## src/rtl/cpu_run_controller.sv

```systemverilog
// Run controller for the single-cycle core: counted reset hold, RUN/STEP/HALT
// sequencing, debounced single-step button, PC breakpoint and commit counter.
module cpu_run_controller #(
  parameter int RST_HOLD_CYCLES = 350,
  parameter int DEBOUNCE_CYCLES = 16,
  parameter int PC_W            = 32
) (
  input  logic            clk,
  input  logic            rst,
  input  logic [1:0]      mode_sel,
  input  logic            step_btn,
  input  logic            bp_en,
  input  logic [PC_W-1:0] bp_addr,
  input  logic [PC_W-1:0] cpu_pc,
  output logic            cpu_rst,
  output logic            cpu_en,
  output logic            halted,
  output logic [2:0]      state_o,
  output logic [31:0]     cycle_cnt
);

  localparam int HOLD_W = (RST_HOLD_CYCLES > 1) ? $clog2(RST_HOLD_CYCLES) : 1;
  localparam int DEB_W  = (DEBOUNCE_CYCLES > 1) ? $clog2(DEBOUNCE_CYCLES) : 1;
  localparam logic [HOLD_W-1:0] HOLD_LAST = HOLD_W'(RST_HOLD_CYCLES - 1);
  localparam logic [DEB_W-1:0]  DEB_LAST  = DEB_W'(DEBOUNCE_CYCLES - 1);

  typedef enum logic [2:0] {
    HOLD      = 3'd0,
    RUN       = 3'd1,
    STEP_WAIT = 3'd2,
    STEP_EXEC = 3'd3,
    HALT      = 3'd4
  } state_t;

  state_t            state_q, state_d;
  logic [HOLD_W-1:0] hold_cnt_q, hold_cnt_d;
  logic [1:0]        sync_q, sync_d;
  logic [DEB_W-1:0]  deb_cnt_q, deb_cnt_d;
  logic              deb_level_q, deb_level_d;
  logic              deb_prev_q, deb_prev_d;
  logic              bp_skip_q, bp_skip_d;
  logic [31:0]       cycle_cnt_q, cycle_cnt_d;

  logic   press;
  logic   bp_hit;
  logic   cpu_en_c;
  state_t mode_target;

  // NOTE: sequential state uses non-blocking assignments so every flop samples
  // the pre-edge value of its neighbours, independent of process ordering.
  always_ff @(posedge clk or posedge rst) begin
    if (rst) begin
      state_q     <= HOLD;
      hold_cnt_q  <= '0;
      sync_q      <= '0;
      deb_cnt_q   <= '0;
      deb_level_q <= 1'b0;
      deb_prev_q  <= 1'b0;
      bp_skip_q   <= 1'b0;
      cycle_cnt_q <= '0;
    end else begin
      state_q     <= state_d;
      hold_cnt_q  <= hold_cnt_d;
      sync_q      <= sync_d;
      deb_cnt_q   <= deb_cnt_d;
      deb_level_q <= deb_level_d;
      deb_prev_q  <= deb_prev_d;
      bp_skip_q   <= bp_skip_d;
      cycle_cnt_q <= cycle_cnt_d;
    end
  end

  // Debounce: the level only flips after DEBOUNCE_CYCLES consecutive disagreeing samples.
  always_comb begin
    // NOTE: every always_comb output gets a default first so no path can infer a latch.
    sync_d      = {sync_q[0], step_btn};
    deb_cnt_d   = '0;
    deb_level_d = deb_level_q;
    deb_prev_d  = deb_level_q;
    if (sync_q[1] != deb_level_q) begin
      if (deb_cnt_q == DEB_LAST) begin
        deb_level_d = ~deb_level_q;
      end else begin
        deb_cnt_d = deb_cnt_q + DEB_W'(1);
      end
    end
  end

  assign press    = deb_level_q & ~deb_prev_q;
  assign bp_hit   = bp_en && (cpu_pc == bp_addr) && !bp_skip_q;
  assign cpu_en_c = ((state_q == RUN) && !bp_hit) || (state_q == STEP_EXEC);

  always_comb begin
    mode_target = HALT;
    if (mode_sel == 2'b00) begin
      mode_target = RUN;
    end else if (mode_sel == 2'b01) begin
      mode_target = STEP_WAIT;
    end
  end

  always_comb begin
    state_d     = state_q;
    hold_cnt_d  = hold_cnt_q;
    bp_skip_d   = bp_skip_q;
    cycle_cnt_d = cycle_cnt_q;

    if (cpu_en_c) begin
      cycle_cnt_d = cycle_cnt_q + 32'd1;
    end

    unique case (state_q)
      HOLD: begin
        hold_cnt_d = hold_cnt_q + HOLD_W'(1);
        if (hold_cnt_q == HOLD_LAST) begin
          state_d = mode_target;
        end
      end
      RUN: begin
        if (cpu_en_c) begin
          bp_skip_d = 1'b0;
        end
        if (bp_hit) begin
          state_d = HALT;
        end else if (mode_sel != 2'b00) begin
          state_d = mode_target;
        end
      end
      STEP_WAIT: begin
        if (mode_sel != 2'b01) begin
          state_d = mode_target;
        end else if (press) begin
          state_d = STEP_EXEC;
        end
      end
      STEP_EXEC: begin
        state_d = mode_sel[1] ? HALT : STEP_WAIT;
      end
      HALT: begin
        // Resuming from a breakpoint must execute that instruction once.
        if (press && mode_sel == 2'b00) begin
          state_d   = RUN;
          bp_skip_d = 1'b1;
        end else if (press && mode_sel == 2'b01) begin
          state_d = STEP_EXEC;
        end
      end
      default: state_d = HOLD;
    endcase
  end

  assign cpu_rst   = (state_q == HOLD);
  assign halted    = (state_q == HALT);
  assign cpu_en    = cpu_en_c;
  assign state_o   = state_q;
  assign cycle_cnt = cycle_cnt_q;

endmodule

```

## config.mk

```make
export PLATFORM = sky130hd
export DESIGN_NAME = cpu_run_controller
export DESIGN_NICKNAME = d
export VERILOG_FILES = /design/src/rtl/cpu_run_controller.sv
export SDC_FILE = /design/constraint.sdc
export NUM_CORES = 1
export LEC_CHECK = 0
export BUFFER_PORTS_ARGS = -buffer_cell sky130_fd_sc_hd__buf_2
export CORE_AREA = 4 4 91 93
export DETAILED_ROUTE_END_ITERATION = 8
export DIE_AREA = 0 0 95 97
export PLACE_DENSITY = 0.75
export SETUP_SLACK_MARGIN = 0.02
export SYNTH_ARGS = -nofsm -noshare
export SYNTH_HDL_FRONTEND = slang
export SYNTH_SLANG_ARGS = --single-unit
```

## constraint.sdc

```tcl
create_clock -name clk -period 2.24 [get_ports clk]
set_input_delay 0.224 -clock clk [delete_from_list [all_inputs] [get_ports clk]]
set_output_delay 0.224 -clock clk [all_outputs]
set_load 0.1 [all_outputs]
```

==> summary.md <==
| Metric | Value |
|---|---|
| Initial antenna violation count | 0 |
| Synth top area share | ~45% |
| Capture point of the worst reg-to-reg path | cycle_cnt[30]$_DFFE_PP0P_ |
| Worst hold slack | 16.8 ps |
| Seq cells post-synth | between 50 and 60 |
| Setup CP Type | flop to primary output |
| Pwr/cell area | between 400 and 500 nW/um2 |
| CTS Buf Count | 5 |
| Hold crit path type | primary input to flop |
| Clk buf depth | 2 |
| Cells after synthesis | 290 |
| Hold path start | step_btn |
| Status | completed |
| Chip height | between 90 and 100 um |
| Hold path depth | 1 |
| Most common cell after layout, fill and taps aside | buf_2 |
| Footprint of the multi-input gates | roughly 1500 um2 |
| Syn nets | approximately 360 |
| Syn avg cell area | between 10 and 15 um2 |
| Setup slack, reg-to-reg | roughly 180 ps |
| FILL cells | 717 |
| FF-to-FF Start | cycle_cnt[7]$_DFFE_PP0P_ |
| Most frequent cells in the layout | buf_2 (106), dfrtp_1 (36), xor2_1 (35), xnor2_1 (30), nand2_1 (21) |
| Die Wd | 95 um |
| CP Launch Type | flop |
| TritonCTS Sinks | 53 |
| Final Hold Viols | 0 |
| Sequential area share after synthesis | between 40% and 50% |
| Maximum VDD drop | ~0.28 mV |
| Antenna-violating nets left | 0 |
| Crit end category | primary output |
| Detail Placement HPWL | 5280 um |
| Std cell rows | 32 |
| Die ar. | approximately 9000 um2 |
| Final period util | between 90% and 100% |
| Clock slew at reported path FFs | ~100 ps |
| WHS Endpoint | sync_q[0]$_DFF_PP0_ |
| Vias per cell | approximately 4.9 |
| # DRC | 0 |
| I/O Buffers | 107 |
| Minimum clock period | 2090 ps |
| Synth warn | 0 |
| Layout area overhead | 30.7% |
| CTS root buffer | clkbuf_8 |
| Routability cong. | about 0.85 |
| First DRT Iteration DRCs | 71 |
| Initial Util | 39.2% |
| Antenna cells | 0 |
| Largest net degree at the start of global routing | 30 |
| Final WL | ~7000 um |
| CP max stage cell | dfrtp_1 |
| Clock Skew | ~9.6 ps |
| Core box area | 7530 um2 |
| Cells on worst reg2reg path | 7 |
| Netlist Area Pre-Place | between 2000 and 3000 um2 |
| Dominant cell type by area after synthesis | dfrtp_1 |
| Max stage delay on crit path | 390 ps |
| Sequential cell area | between 1000 and 1500 um2 |
| Clk_lat worst skew | just over 300 ps |
| First-pass GRT wire length | 11400 um |
| CTS tree | yes |
| Leakage | slightly below 2 nW |
| Layout Nets | 480 |
| GRT Residual Overflow | 0 |
| Number of global-route vias before repair | between 2000 and 2500 |
| H-Tree Depth | 2 |
| # setup viols final | 0 |
| Pwr Total | about 1.7 mW |
| Layout cell share with drive strength beyond 1 | slightly below 40% |
| Slew HR | a little under two thirds |
| Gr usage total | around 16% |
| CP arrival | roughly 1900 ps |
| MaxCap Viol Count | 0 |
| Fin. max-slew vios | 0 |
| CP required | ~2000 ps |
| Ranking of synthesized cells by area | dfrtp_1 (45%), xor2_1 (10%), xnor2_1 (8.9%) |
| Max Freq | approximately 480 MHz |
| Drt wl/cell | around 13 um |
| Number of detailed-route iterations in the first pass | 4 |
| Slew @ Worst Pin | 549 ps |
| Unrepaired setup endpoints after global routing | true |
| Post-synth cell types | 42 |
| CP cell instances | a2111o_1, nor4_2, nand4_1, o21ai_2, buf_12, inv_2, buf_6 |
| Worst-path fanout max | 2 |
| Io pins | ~110 |
| Vias | between 2000 and 3000 |
-- synth_stat cells --
master / count
inv_2: 2
nand3_1: 10
buf_6: 3
o221ai_1: 2
nand4bb_1: 1
nand2_1: 21
a31oi_1: 1
o21ai_2: 1
nor2b_1: 11
nor3b_1: 5
a21oi_1: 7
nand4_1: 8
inv_1: 14
nand2b_1: 6
or3_1: 3
o31ai_1: 1
o22ai_1: 1
clkbuf_1: 4
a311oi_1: 1
o32ai_1: 1
nor4_1: 8
nor2_1: 13
and3_1: 10
buf_4: 1
xor2_1: 35
xnor2_1: 30
nand3_2: 1
and2_1: 1
nand4b_1: 1
nor3_1: 10
dfrtp_1: 53
mux2_1: 1
o2111ai_1: 1
ha_1: 4
mux2_2: 1
o22a_1: 1
o21ai_1: 1
o21ai_0: 4
nor4_2: 5
and3_2: 1
a2111o_1: 3
nor4b_2: 2
-- metrics by stage --
stage | cell area (um2) | utilization, % | TNS (ps) | std cells | worst slack [ps]
final | 3850 | 51.2 | 0 | 509 | 145
after global routing | 3850 | 51.2 | 0 | 509 | 16.4
after CTS | 3850 | 51.1 | 0 | 509 | 19.9
after detailed placement | 3700 | 49.2 | 0 | 498 | 32.1
after global placement | 3700 | 49.2 | 0 | 498 | 38.0
after floorplan | 3010 | - | -2700 | 290 | -207
-- worst max-delay path: cells and delay by family (launching register included) --
kind                   cells  cell delay, ps
AOI/OAI and AO/OA          2             500
buffers and inverters      3             330
DFF                        1             390
and+or+nand+nor            2             330
-- power breakdown --
group,switching [mW],internal [mW]
Combinational,0.0790,0.0933
Sequential,0.00578,0.962
Clock,0.314,0.280
-- state kept, by name (all words and copies together) (netlist names) --
register / count
deb_level_q: 1
deb_cnt_q: 4
bp_skip_q: 1
state_o: 3
hold_cnt_q: 9
sync_q: 2
deb_prev_q: 1
cycle_cnt: 32
-- per-layer routing --
metal | share of wire [%] | global-route usage [%] | up-vias
li1 | - | - | 1226
met1 | 42 | 20.1 | 1219
met2 | 51 | 25.8 | 57
met3 | 4.4 | 2.95 | 12
met4 | 1.9 | 5.22 | 0
met5 | 0 | 0 | -
-- logic make-up (layout without fill, tap and decap cells) --
logic type / after synthesis / in the layout / synth area share (%)
DFF: 53 / 53 / 45.0
adders and majority gates: 4 / 4 / 1.70
AOI/OAI and AO/OA: 25 / 25 / 5.94
xor gates and xnor gates: 65 / 65 / 19.3
and+or+nand+nor: 117 / 117 / 23.4
buffers and inverters: 24 / 141 / 3.95
muxes: 2 / 2 / 0.764
-- worst max path at each step --
stage / startpoint / slack [ps] / to
after CTS: bp_skip_q$_DFFE_PP0P_ / 20 / cpu_en
after floorplan: state_o[1]$_DFFE_PP0P_ / -210 / state_o[2]$_DFFE_PP0P_
after global routing: bp_skip_q$_DFFE_PP0P_ / 20 / cpu_en
after global placement: cpu_pc[23] / 40 / cpu_en
after detailed placement: cpu_pc[23] / 30 / cpu_en
final: bp_skip_q$_DFFE_PP0P_ / 150 / cpu_en
-- area by class of cell --
type | instances | share of cell area [%]
inverter | 16 | 1.56
sequential | 53 | 35.0
clock inverter | 1 | 0.130
multi-input combinational | 213 | 40.2
clock buffer | 7 | 2.50
tap | 102 | 3.31
timing repair buffer | 117 | 17.4
-- repair_timing --
action,4_1_cts,5_1_grt
pin swaps,2,3
hold buffers,1,0
setup buffers,2,0
gates resized for setup,4,1
setup endpoints to repair,2,29
endpoints found under the hold margin,24,0
No activity file was read; power rests on OpenSTA's default activity.
